--- config.mk ---
export PLATFORM = sky130hd
export DESIGN_NAME = button_bounce_gen
export DESIGN_NICKNAME = d
export VERILOG_FILES = /design/src/rtl/button_bounce_gen.sv
export SDC_FILE = /design/constraint.sdc
export NUM_CORES = 1
export LEC_CHECK = 0
export ABC_AREA = 1
export CELL_PAD_IN_SITES_DETAIL_PLACEMENT = 0
export CELL_PAD_IN_SITES_GLOBAL_PLACEMENT = 1
export CORE_AREA = 2 2 85 87
export DETAILED_ROUTE_END_ITERATION = 16
export DIE_AREA = 0 0 87 89
export PLACE_DENSITY_LB_ADDON = 0.1
export SLEW_MARGIN = 10
export SYNTH_ARGS = -nofsm -noshare
export SYNTH_HDL_FRONTEND = slang
export SYNTH_SLANG_ARGS = --single-unit
export TNS_END_PERCENT = 5
--- constraint.sdc ---
create_clock -name clk -period 1.9 [get_ports clk]
set_input_delay 0.57 -clock clk [delete_from_list [all_inputs] [get_ports clk]]
set_output_delay 0.57 -clock clk [all_outputs]
set_load 0.1 [all_outputs]
--- src/rtl/button_bounce_gen.sv ---
// Pushbutton emulator: drives an active-low line through press bounce, hold, release bounce.
// Optional HOLD contact-chatter glitch enabled by defining BUTTON_BOUNCE_GEN_GLITCH_EN.
module button_bounce_gen #(
  parameter int unsigned BOUNCE_CYCLES = 120000,
  parameter int unsigned HOLD_CYCLES   = 600000,
  parameter int unsigned TOGGLE_BASE   = 240,
  parameter logic [15:0] LFSR_SEED     = 16'hACE1,
  parameter int unsigned GLITCH_CYCLES = 12
) (
  input  logic clk,
  input  logic rst_btn,
  input  logic press_req,
  output logic ready,
  output logic btn_n,
  output logic pressed,
  output logic done
);

  localparam int unsigned WIN_MAX = (BOUNCE_CYCLES > HOLD_CYCLES) ? BOUNCE_CYCLES : HOLD_CYCLES;
  localparam int WIN_W = $clog2(WIN_MAX + 1);
  localparam int TOG_W = $clog2(TOGGLE_BASE + 256);

  localparam logic [WIN_W-1:0] B_LAST = (BOUNCE_CYCLES > 0) ? WIN_W'(BOUNCE_CYCLES - 1) : '0;
  localparam logic [WIN_W-1:0] H_LAST = WIN_W'(HOLD_CYCLES - 1);
  // Glitch bounds expressed on the down-counting HOLD counter of the following cycle.
  localparam logic [WIN_W-1:0] GL_HI = WIN_W'(HOLD_CYCLES - 1 - HOLD_CYCLES / 2);
  localparam logic [WIN_W-1:0] GL_LO = WIN_W'(HOLD_CYCLES - HOLD_CYCLES / 2 - GLITCH_CYCLES);

`ifdef BUTTON_BOUNCE_GEN_GLITCH_EN
  localparam bit GLITCH_EN = 1'b1;
`else
  localparam bit GLITCH_EN = 1'b0;
`endif

  typedef enum logic [2:0] {
    S_IDLE,
    S_PB,
    S_HOLD,
    S_RB,
    S_DONE
  } state_t;

  state_t             state_q;
  logic               btn_n_q;
  logic               ready_q;
  logic               pressed_q;
  logic               done_q;
  logic [15:0]        lfsr_q;
  logic [WIN_W-1:0]   wcnt_q;
  logic [TOG_W-1:0]   tog_q;

  logic [15:0]        lfsr_d;
  logic [WIN_W-1:0]   wcnt_d;
  logic [TOG_W-1:0]   tog_load;
  logic [TOG_W-1:0]   tog_d;
  logic               tog_hit;
  logic               hold_lvl;

  assign lfsr_d   = {lfsr_q[14:0], lfsr_q[15] ^ lfsr_q[13] ^ lfsr_q[12] ^ lfsr_q[10]};
  assign wcnt_d   = wcnt_q - WIN_W'(1);
  assign tog_load = TOG_W'(TOGGLE_BASE) + TOG_W'(lfsr_q[7:0]);
  // The counter never rests at zero: reaching it is the same edge as the reload.
  assign tog_hit  = (tog_q == TOG_W'(1));
  assign tog_d    = tog_hit ? tog_load : (tog_q - TOG_W'(1));
  assign hold_lvl = GLITCH_EN && (wcnt_d >= GL_LO) && (wcnt_d <= GL_HI);

  always_ff @(posedge clk) begin
    if (!rst_btn) begin
      state_q   <= S_IDLE;
      btn_n_q   <= 1'b1;
      ready_q   <= 1'b1;
      pressed_q <= 1'b0;
      done_q    <= 1'b0;
      lfsr_q    <= LFSR_SEED;
      wcnt_q    <= '0;
      tog_q     <= '0;
    end else begin
      lfsr_q <= lfsr_d;
      done_q <= 1'b0;
      case (state_q)
        S_IDLE: begin
          if (press_req) begin
            ready_q   <= 1'b0;
            pressed_q <= 1'b1;
            btn_n_q   <= 1'b0;
            if (BOUNCE_CYCLES == 0) begin
              state_q <= S_HOLD;
              wcnt_q  <= H_LAST;
            end else begin
              state_q <= S_PB;
              wcnt_q  <= B_LAST;
              tog_q   <= tog_load;
            end
          end
        end
        S_PB: begin
          if (wcnt_q == '0) begin
            state_q <= S_HOLD;
            wcnt_q  <= H_LAST;
            btn_n_q <= 1'b0;
          end else begin
            wcnt_q <= wcnt_d;
            tog_q  <= tog_d;
            if (tog_hit) btn_n_q <= ~btn_n_q;
          end
        end
        S_HOLD: begin
          if (wcnt_q == '0) begin
            pressed_q <= 1'b0;
            btn_n_q   <= 1'b1;
            if (BOUNCE_CYCLES == 0) begin
              state_q <= S_DONE;
              done_q  <= 1'b1;
            end else begin
              state_q <= S_RB;
              wcnt_q  <= B_LAST;
              tog_q   <= tog_load;
            end
          end else begin
            wcnt_q  <= wcnt_d;
            btn_n_q <= hold_lvl;
          end
        end
        S_RB: begin
          if (wcnt_q == '0) begin
            state_q <= S_DONE;
            done_q  <= 1'b1;
            btn_n_q <= 1'b1;
          end else begin
            wcnt_q <= wcnt_d;
            tog_q  <= tog_d;
            if (tog_hit) btn_n_q <= ~btn_n_q;
          end
        end
        S_DONE: begin
          state_q <= S_IDLE;
          ready_q <= 1'b1;
        end
        default: begin
          state_q   <= S_IDLE;
          btn_n_q   <= 1'b1;
          ready_q   <= 1'b1;
          pressed_q <= 1'b0;
        end
      endcase
    end
  end

  assign ready   = ready_q;
  assign btn_n   = btn_n_q;
  assign pressed = pressed_q;
  assign done    = done_q;

endmodule
==> metrics, run 1 <==
Worst Setup Path Type reg2reg; total CTS buffers 5; critical-path maximum fanout 7; DRC Markers 0; crit path launch state_q[2]; core area 6719 µm²; final worst slack 0.1754 ns; CP Data Required Time 2.15 ns; r2r setup slk 0.18 ns; Fin Clk Skew 0.006151 ns; Worst Path Arrival 1.97 ns; DR pass1 iterations 4; r2r startpoint state_q[2]; Mapped Cells 452; syn_nets 460; global-route met3 utilization 2.678%; Root Driver clkbuf_8; postcts setup bufs 0; Final nets 485; Die Y 89 µm; commonest non-fill, non-tap cell in the layout nand2_1; placed insts 550; min Tclk post-route 1.725 ns; maximum clock rate 0.5799 GHz; fraction of layout cells with a size suffix above 1 14.02%; pin count of the biggest net entering global routing 27; clock buffer depth 2; # setup viols final 0; Die Span X 87 µm; CP max-delay cell dfxtp_1; Antenna Diode Count 0; Die Area 7743 µm²; total track usage 19.37%; critical path cell sequence inv_2 -> nand2_2 -> nor2_1 -> nand3_1 -> nand3_1 -> nand2_1 -> a21oi_1; reg2reg end wcnt_q[13]; via count 2710; first-pass GRT wire length 11.87 mm; Rel. slew slack 64.89%; most used cell, CP nand3_1; max-cap violations 0; synthesis-to-layout area growth 15.57%; vias in the first global route 2493; fin crit share 90.77%; initial DRC count 139; synth warn 0; met2 Resource Use GR 29.49%; DP Worst Slack -0.1281 ns; Ports 7; Pleak 0.001607 µW; #FFs+latches synth 52; Vias per Instance 4.857; clock insertion delay at the later pin of the skew report 0.31 ns; status completed; unrepaired setup endpoints after global routing no; P per Cell Area 779.0 nW/µm²; Worst Tran Pin Value 0.5247 ns; CTS Hold Buffers Added 0; final HPWL from detailed placement 5.326 mm; syn avg cell area 6.453 µm²; Mapped Area 2917 µm²; CP endpoint kind flop; Worst Setup Start Kind flop; Final ANT Viol Nets 0; Hold Vio Cnt, Final 0; final setup TNS 0 ns; Layout Utilization 50.17%; GRT met1 Usage 29.24%; most frequent cells in the layout nand2_1, nor2_1, inv_1; global placer's final weighted congestion 0.8643; Clock Sinks 52; H-tree depth 2; Critical Path End wcnt_q[13]; sequential element share of the synthesized area 35.69%; critical path's largest stage delay 0.42 ns; Tightest Hold Check Type reg2reg; FF-to-FF path depth 7; Starting Density 43.41%; gr busiest metal met2; Worst-path clk slew 0.11 ns; CTS tree yes; drt wl/cell 12.59 µm; Post-Layout Cell Count 558; Placement Rows 30; Yosys cell types 31; Port Buffers 6; grt total ovfl 0; antenna violations before repair 0; final WL 7.025 mm; final slew viol count 0; Peak supply drop 0.5376 mV
-- metal layers --
layer,share of wire [%],vias up
li1,-,1469
met1,54,1203
met4,0.41,0
met3,3.8,2
met2,42,36
met5,0,-
-- sequential cells by signal, summed over array words and instances (netlist names) --
name and count:
wcnt_q 20, lfsr_q 16, tog_q 9, state_q 3
btn_n 1, done 1, pressed 1, ready 1
-- synthesized netlist by cell type --
master | instances | share of area, %
nand2_1 | 118 | 15
nor2_1 | 67 | 8.6
inv_1 | 62 | 8.0
dfxtp_1 | 52 | 36
nand3_1 | 37 | 6.3
a21oi_1 | 26 | 4.5
o21ai_0 | 23 | 3.9
xor2_1 | 10 | 3.0
nor2_2 | 7 | 1.5
or2_2 | 6 | 1.3
clkbuf_1 | 5 | 0.64
ha_1 | 5 | 2.1
nand4_1 | 5 | 1.1
nor3_1 | 4 | 0.69
buf_2 | 3 | 0.51
nor2_4 | 3 | 1.2
nand2_2 | 2 | 0.43
nand3_2 | 2 | 0.69
o211ai_1 | 2 | 0.51
xnor2_1 | 2 | 0.60
a21boi_0 | 1 | 0.26
a21oi_4 | 1 | 0.56
a31oi_1 | 1 | 0.21
and3_1 | 1 | 0.21
buf_6 | 1 | 0.39
inv_2 | 1 | 0.13
nand4_2 | 1 | 0.43
nor3_2 | 1 | 0.34
o2111ai_1 | 1 | 0.30
o211ai_2 | 1 | 0.43
o31ai_1 | 1 | 0.26
-- through the flow --
step | area, µm² | total power, µW | hold slack, ns
2_1_floorplan | 2917 | 1749 | 0.3905
3_3_place_gp | 3242 | 1945 | 0.3972
3_5_place_dp | 3242 | 1944 | 0.4051
4_1_cts | 3342 | 2642 | 0.4311
5_1_grt | 3371 | 2800 | 0.4473
6_report | 3371 | 2626 | 0.4270
-- layout make-up --
type,count,area [µm²]
timing repair buffer,27,270.3
clock inverter,3,28.78
tap,80,100.1
sequential,52,1042
inverter,63,236.5
clock buffer,5,68.82
multi-input combinational,328,1624
fill,676,3348
-- logic make-up (layout without fill, tap and decap cells) --
group / after synthesis / after routing / share of synthesized area (%)
xor+xnor: 12 / 12 / 3.604
buf+inv: 72 / 98 / 9.652
flops: 52 / 52 / 35.69
simple gates: 254 / 254 / 37.97
compound gates: 57 / 57 / 10.94
fa+ha+maj: 5 / 5 / 2.145
-- critical path: cells and delay by family, from the launching register on --
family          cells  cell delay, ns
simple gates        5            0.98
flops               1            0.42
buf+inv             1            0.14
compound gates      1            0.14
-- worst min path at each step --
| stage | from | to | slack [ns] | cells after the start |
|---|---|---|---|---|
| floorplan | lfsr_q[11] | lfsr_q[12] | 0.39 | 2 |
| global placement | lfsr_q[14] | lfsr_q[15] | 0.40 | 1 |
| detailed placement | lfsr_q[11] | lfsr_q[12] | 0.41 | 2 |
| CTS | lfsr_q[11] | lfsr_q[12] | 0.43 | 2 |
| global route | lfsr_q[11] | lfsr_q[12] | 0.45 | 2 |
| finish | lfsr_q[11] | lfsr_q[12] | 0.43 | 2 |
-- what timing repair did --
item                                    CTS  global route
pin swaps                                 0             1
endpoints found under the setup margin    3            25
resized for setup                         1            11
cloned                                    0             0
-- where the power goes --
part	switching [µW]	internal, µW
combinational	436	255
clock	413	279
sequential	69.7	1170
total	919	1710
Power figures use the tool's default switching activity.
==> run 2: changes to the inputs <==
- CORE_AREA: 2 2 85 87 -> 2 2 95 97
- DIE_AREA: 0 0 87 89 -> 0 0 97 99
- clock period: 1.9 -> 1.6 ns (I/O delays scaled with it)
==> metrics, run 2 (same netlist as run 1, synthesis figures left out) <==
Worst Path Arrival 1.82 ns; fin crit share 100.5%; Die Y 99 µm; most frequent cells in the layout nand2_1, buf_4, inv_1; Tightest Hold Check Type reg2reg; Hold Path End lfsr_q[15]; final worst slack -0.008502 ns; Port Buffers 6; Worst Tran Pin Value 0.3890 ns; total track usage 17.12%; fillers 896; Largest Register wcnt_q; part of the power in combinational logic 32.9%; FF-to-FF path depth 12; Seq pwr share 42.9%; CTS Hold Buffers Added 0; core area 8551 µm²; DRC Markers 0; dpl cell area 3637 µm²; reg2reg end wcnt_q[2]; global placer's final weighted congestion 0.8141; DR pass1 iterations 4; critical-path maximum fanout 8; Pint 2206 µW; Worst Setup Path Type reg2reg; Die Span X 97 µm; Layout Utilization 47.37%; Fin Clk Skew 0.01105 ns; synthesis-to-layout area growth 38.87%; vias in the first global route 2778; commonest non-fill, non-tap cell in the layout nand2_1; Pleak 0.001906 µW; final HPWL from detailed placement 6.142 mm; Largest regs wcnt_q: 20 flops, lfsr_q: 16 flops, tog_q: 9 flops; Die Area 9603 µm²; Starting Density 34.11%; maximum clock rate 0.6217 GHz; Clock power frac 24.1%; status complete, but fails checks; Worst Setup Start Kind flop; drt wl/cell 12.80 µm; min-delay src lfsr_q[14]; clock insertion delay at the later pin of the skew report 0.32 ns; CTS tree yes; CP endpoint kind flop; Final ANT Viol Nets 0; Ports 7; fraction of layout cells with a size suffix above 1 30.43%; max-cap violations 0; failing checks negative setup slack; unrepaired setup endpoints after global routing yes; DP Worst Slack -0.3305 ns; first-pass GRT wire length 13.34 mm; Rel. slew slack 73.84%; Final nets 536; pin count of the biggest net entering global routing 23; post-route cell area 4050 µm²; min Tclk post-route 1.609 ns; Vias per Instance 4.658; Psw 1215 µW; Worst-path clk slew 0.10 ns; antenna violations before repair 0; Switching Share 35.51%; Clock Sinks 52; max reg flops 20; # setup viols final 3; final WL 8.156 mm; grt total ovfl 0; Placement Rows 34; final slew viol count 0; via count 2967; H-tree depth 2; WHS Path Cells 1; r2r setup slk -0.009 ns; clock buffer depth 2; Hold Vio Cnt, Final 0; Root Driver clkbuf_8; r2r startpoint wcnt_q[1]; Peak supply drop 0.3497 mV; total CTS buffers 5; CP Data Required Time 1.81 ns; P per Cell Area 844.6 nW/µm²; initial DRC count 113; Antenna Diode Count 0
-- run 2: layer usage --
layer | GRT usage (%) | vias to the layer above | part of all wire, %
li1 | - | 1576 | -
met1 | 21.58 | 1365 | 46
met2 | 30.88 | 19 | 51
met3 | 2.128 | 7 | 1.7
met4 | 4.659 | 0 | 0.93
met5 | 0 | - | 0
-- run 2: how the worst max path moves through the flow --
stage               from  cells after the start  slack, ns         end
2_1_floorplan  wcnt_q[1]                     12      0.001  wcnt_q[15]
3_3_place_gp   press_req                     10      -0.32   wcnt_q[6]
3_5_place_dp   press_req                     10      -0.33   wcnt_q[6]
4_1_cts        wcnt_q[6]                      9      -0.03    tog_q[3]
5_1_grt        wcnt_q[1]                     13      -0.10   wcnt_q[6]
6_report       wcnt_q[1]                     12     -0.009   wcnt_q[2]
-- run 2: worst max-delay path: stages, from the launching register on --
cell	delay (ns)
dfxtp_2	0.34
inv_2	0.07
ha_4	0.14
inv_2	0.04
nor2_4	0.11
nand3_4	0.09
inv_2	0.08
nand3_2	0.07
nor2_2	0.14
nor2_2	0.07
buf_6	0.15
o21ai_1	0.14
nor2_1	0.06
-- run 2: cell type report --
cell class | instances | area [µm²] | share of cell area [%]
multi-input cells | 329 | 1839 | 45.41
well taps | 108 | 135.1 | 3.336
clock inverters | 3 | 27.53 | 0.6796
repair buffers | 77 | 693.2 | 17.11
clock buffers | 5 | 68.82 | 1.699
flip-flops and latches | 52 | 1050 | 25.92
inverters | 63 | 236.5 | 5.839
-- run 2: repair_timing --
| action | CTS | global route |
|---|---|---|
| gates resized for setup | 22 | 60 |
| pin swaps | 3 | 18 |
| gates cloned | 0 | 1 |
| setup endpoints to repair | 28 | 33 |
| buffers inserted | 0 | 6 |
-- run 2: power by group through the flow --
stage	combinational, µW	clock, µW	sequential, µW
6_report	1130	825	1470
5_1_grt	1260	920	1480
4_1_cts	1010	867	1460
3_5_place_dp	981	0	1490
3_3_place_gp	981	0	1490
2_1_floorplan	551	0	1530
-- run 2: metrics by stage --
step	instances	hold WS, ns	TNS (ns)	power [µW]
CTS	630	0.4261	-0.3319	3341
global placement	622	0.3929	-7.587	2472
floorplan	452	0.3905	0	2081
global route	637	0.4363	-1.884	3656
finish	637	0.4244	-0.02094	3421
detailed placement	622	0.3995	-8.101	2472
==> edit 1 (config.mk and constraints of run 2) <==
Change the parameter `TOGGLE_BASE` from 240 to 480.
--- a/src/rtl/button_bounce_gen.sv
+++ b/src/rtl/button_bounce_gen.sv
@@ -4,5 +4,5 @@
   parameter int unsigned BOUNCE_CYCLES = 120000,
   parameter int unsigned HOLD_CYCLES   = 600000,
-  parameter int unsigned TOGGLE_BASE   = 240,
+  parameter int unsigned TOGGLE_BASE   = 480,
   parameter logic [15:0] LFSR_SEED     = 16'hACE1,
   parameter int unsigned GLITCH_CYCLES = 12
Check against the original RTL: no difference found for any inputs over 10 cycles, from zero or initial values and one cycle with rst_btn low; that may be too few to reach the edited logic, so the function may still have changed.
==> edit 1 against run 2 <==
- the run still ends with setup timing left
- synthesized area grew 1.2%
- first-iteration DRC count decreased by 31%
- cell area increased by 8.2%
- sequential cell count increased by 1
- via count is 0.81% lower
- routed wire length rose by 1.1%
- critical path depth down 1
- setup slack got worse by 7.7 ps
- count of clock-buffer cells in the layout unchanged
- synthesized cell count fell by 2.9%
- critical endpoint is now tog_q[4]
Power is not compared: it rests on default switching activity, and its combinational part moved more than twofold at a synthesized area within 25%.
==> edit 1: results (changes against run 2) <==
outcome: "finished with violations"  # unchanged
failed_checks: "setup timing"  # unchanged
clock_skew_ps: 5.77  # was 11.1 ps
worst_slack_ps: -16.2  # was -8.50 ps
hpwl_um: 6150  # was 6140 µm
drtIter0Drc: 78  # was 113
layout-drive-gt1-share_pct: 38.6  # was 30.4%
synth_area_leaders: "dfxtp_1 36%, nand2_1 16%, nor2_1 7.8%, inv_1 6.5%, a21oi_1 4.1%"  # was dfxtp_1 36%, nand2_1 15%, nor2_1 8.6%, inv_1 8.0%, nand3_1 6.3%
grt_pass1_wl_um: 13800  # was 13300 µm
syn_avg_cell_area_um2: 6.72  # was 6.45 µm²
fillers: 857  # was 896
crit_arrival_ps: 1870  # was 1820 ps
tightest_slew_ps: 362  # was 389 ps
grt_usage_pct: 17.7  # was 17.1%
dp_slack_ps: -326  # was -331 ps
place.gp.congestion: 0.837  # was 0.814
ys_seq_area_share_pct: 36.0  # was 35.7%
instances_no_fill: 649  # was 637
final_core_util_pct: 51.2  # was 47.4%
finalSetupViolCount: 6  # was 3
synth_fa_ha_area_share_pct: 2.54  # was 2.15%
yosysUniqueCellTypes: 32  # was 31
reg_top3: "wcnt_q: 20 flops, lfsr_q: 16 flops, tog_q: 10 flops"  # was wcnt_q: 20 flops, lfsr_q: 16 flops, tog_q: 9 flops
syn_nets: 448  # was 460
path_max_fanout: 5  # was 8
## edit 1: cell types whose count changed after synthesis, moves of 4 or more
cell | run 2 | this run
nor2_1 | 67 | 61
inv_1 | 62 | 51
o21ai_0 | 23 | 15
xnor2_1 | 2 | 6
nand3_1 | 37 | 24
a21oi_2 | 0 | 4
o21ai_1 | 0 | 8
nand2_1 | 118 | 122
## edit 1: layer usage
layer,up-vias,track usage (%)
li1,1581,-
met2,20,31.0
met4,0,5.09
met3,11,2.91
met5,-,0
met1,1331,22.5
## edit 1: cell type report
class	count	area share [%]
clock buffer	5	1.57
timing repair buffer	103	20.6
multi-input combinational	323	44.6
clock inverter	2	0.885
sequential	53	24.5
tap	108	3.08
inverter	55	4.77
## edit 1: what timing repair did
item / in CTS / in global routing
pin swaps: 12 / 25
endpoints found under the setup margin: 32 / 35
buffers inserted: 2 / 6
resized for setup: 27 / 76
gates cloned: 0 / 1
## edit 1: path summary, 6_finish.rpt
kind	startpoint	endpoint	slack, ps	depth (start not counted)
max	wcnt_q[1]	tog_q[4]	-20	11
min	lfsr_q[14]	lfsr_q[15]	420	1
max reg2reg	wcnt_q[1]	tog_q[4]	-20	11
min reg2reg	lfsr_q[14]	lfsr_q[15]	420	1
## edit 1: worst max-delay path, delay by kind of cell (launching register included)
family,cells,cell delay [ps]
AO/OA/AOI/OAI,1,120
buffers and inverters,2,250
AND/OR/NAND/NOR,7,700
adder cells (fa/ha/maj),1,160
flip-flops,1,340
## edit 1: power by group
part	switching, W	internal (W)	total (W)
combinational	0.00166	0.00145	0.00312
clock	0.000476	0.000465	0.000941
sequential	0.000180	0.00152	0.00170
total	0.00232	0.00344	0.00576
==> edit 2 (flow settings as in run 2) <==
Without the edit above. The 5 states of `state_t` get a one-hot encoding in 5 bits.
--- a/src/rtl/button_bounce_gen.sv
+++ b/src/rtl/button_bounce_gen.sv
@@ -33,10 +33,10 @@
 `endif
 
-  typedef enum logic [2:0] {
-    S_IDLE,
-    S_PB,
-    S_HOLD,
-    S_RB,
-    S_DONE
+  typedef enum logic [4:0] {
+    S_IDLE = 5'b00001,
+    S_PB   = 5'b00010,
+    S_HOLD = 5'b00100,
+    S_RB   = 5'b01000,
+    S_DONE = 5'b10000
   } state_t;
 
Function: same outputs for any inputs over 10 cycles, from zero or initial values and one cycle with rst_btn low; not proved beyond that.
==> edit 2 against run 2 <==
- the flow still finishes with violations (setup timing)
- sequential cell count is 2 higher
- routed wire length grew 4.1%
- cell area is 6.1% higher
- non-clock buffer count grew 16
- hold slack worse by 1.6 ps
- setup slack worse by 3.0 ps
- synthesized area up 6.1%
- critical path depth decreased by 4
Power is not compared: it rests on default switching activity, and its combinational part moved more than twofold at a synthesized area within 25%.
==> edit 2: results (changes against run 2) <==
finalSetupViolCount: 4  # was 3
failed_checks: "setup timing"  # unchanged
layout-drive-gt1-share_pct: 31.9  # was 30.4%
drtIter0Drc: 124  # was 113
dp_slack_ps: -269  # was -331 ps
hpwl_um: 6460  # was 6140 µm
fillers: 901  # was 896
synth_compound_area_share_pct: 9.46  # was 10.9%
place.gp.congestion: 0.870  # was 0.814
tns_ps: -23.6  # was -20.9 ps
grt_pass1_wl_um: 14500  # was 13300 µm
reg2reg_depth: 8  # was 12
relSlewSlack_pct: 81.3  # was 73.8%
worst_slack_ps: -11.5  # was -8.50 ps
yosysUniqueCellTypes: 30  # was 31
path_max_fanout: 4  # was 8
min_from: "lfsr_q[9]"  # was lfsr_q[14]
synth_area_leaders: "dfxtp_1 35%, nand2_1 16%, nor2_1 6.9%, inv_1 6.6%, nand3_1 5.3%"  # was dfxtp_1 36%, nand2_1 15%, nor2_1 8.6%, inv_1 8.0%, nand3_1 6.3%
grt_usage_pct: 18.6  # was 17.1%
synth_fa_ha_area_share_pct: 2.02  # was 2.15%
vias: 3138  # was 2967
outcome: "finished with violations"  # unchanged
routed_wl_um: 8490  # was 8160 µm
postSynthCellCount: 466  # was 452
ys_seq_area_share_pct: 34.9  # was 35.7%
synth-xor-area-share_pct: 2.83  # was 3.60%
instances_no_fill: 669  # was 637
slowest_stage: "dfxtp_1"  # was dfxtp_2
synth_common_cells: "131 x nand2_1, 57 x nor2_1, 54 x dfxtp_1, 54 x inv_1, 33 x nand3_1"  # was 118 x nand2_1, 67 x nor2_1, 62 x inv_1
drt_pre_antenna_iters: 5  # was 4
-- edit 2: changes by cell type after synthesis, moves of 4 or more --
| cell | delta |
|---|---|
| nand3_1 | -4 |
| nand2_1 | +13 |
| nor2_1 | -10 |
| o21ai_1 | +12 |
| nand4_1 | +6 |
| nor2_4 | +5 |
| inv_1 | -8 |
| o21ai_0 | -6 |
| nand2_2 | +6 |
-- edit 2: how the worst min path moves through the flow --
stage	endpoint	slack [ps]	cells past startpoint
finish	lfsr_q[10]	420	1
global route	lfsr_q[10]	450	1
CTS	lfsr_q[10]	430	1
detailed placement	lfsr_q[10]	400	1
global placement	lfsr_q[12]	390	2
floorplan	lfsr_q[12]	390	2
-- edit 2: layer usage --
metal  global-route usage [%]  part of all wire (%)  up-vias
met5                        0                     0        -
li1                         -                     -     1659
met2                     31.4                    47       34
met3                     2.55                   2.2        5
met1                     25.5                    50     1440
met4                     4.23                  0.93        0
-- edit 2: worst max-delay path: cells and delay by family, from the launching register on --
family	cells	cell delay, ps
AND/OR/NAND/NOR	6	790
flip-flops	1	340
AO/OA/AOI/OAI	2	390
-- edit 2: cell type report --
type,count,area (µm²),area share [%]
clock buffers,6,82.6,1.92
repair buffers,93,798,18.6
well taps,108,135,3.14
multi-input cells,349,1940,45.1
clock inverters,2,38.8,0.902
inverters,57,214,4.98
flip-flops and latches,54,1090,25.4
-- edit 2: cell families (layout without fill, tap and decap cells) --
family                   Yosys count  in the layout
AO/OA/AOI/OAI                     56             56
adder cells (fa/ha/maj)            5              5
XOR/XNOR                          10             10
buffers and inverters             65            158
AND/OR/NAND/NOR                  276            278
flip-flops                        54             54
-- edit 2: per-stage QoR --
stage / cell area (µm²) / util [%]
after floorplan: 3090 / -
after CTS: 4170 / 48.8
after global routing: 4300 / 50.3
after global placement: 3920 / 45.8
after detailed placement: 3920 / 45.8
final: 4300 / 50.3
-- edit 2: power breakdown --
group          total, W  internal, W  switching, W
combinational   0.00544      0.00238       0.00306
sequential      0.00202      0.00171      0.000313
clock           0.00100     0.000516      0.000487
total           0.00846      0.00460       0.00386
-- edit 2: timing repair --
item | in CTS | in global routing
pin swaps | 6 | 11
setup endpoints to repair | 34 | 35
cloned | 1 | 1
resized for setup | 26 | 35
buffers inserted | 5 | 2
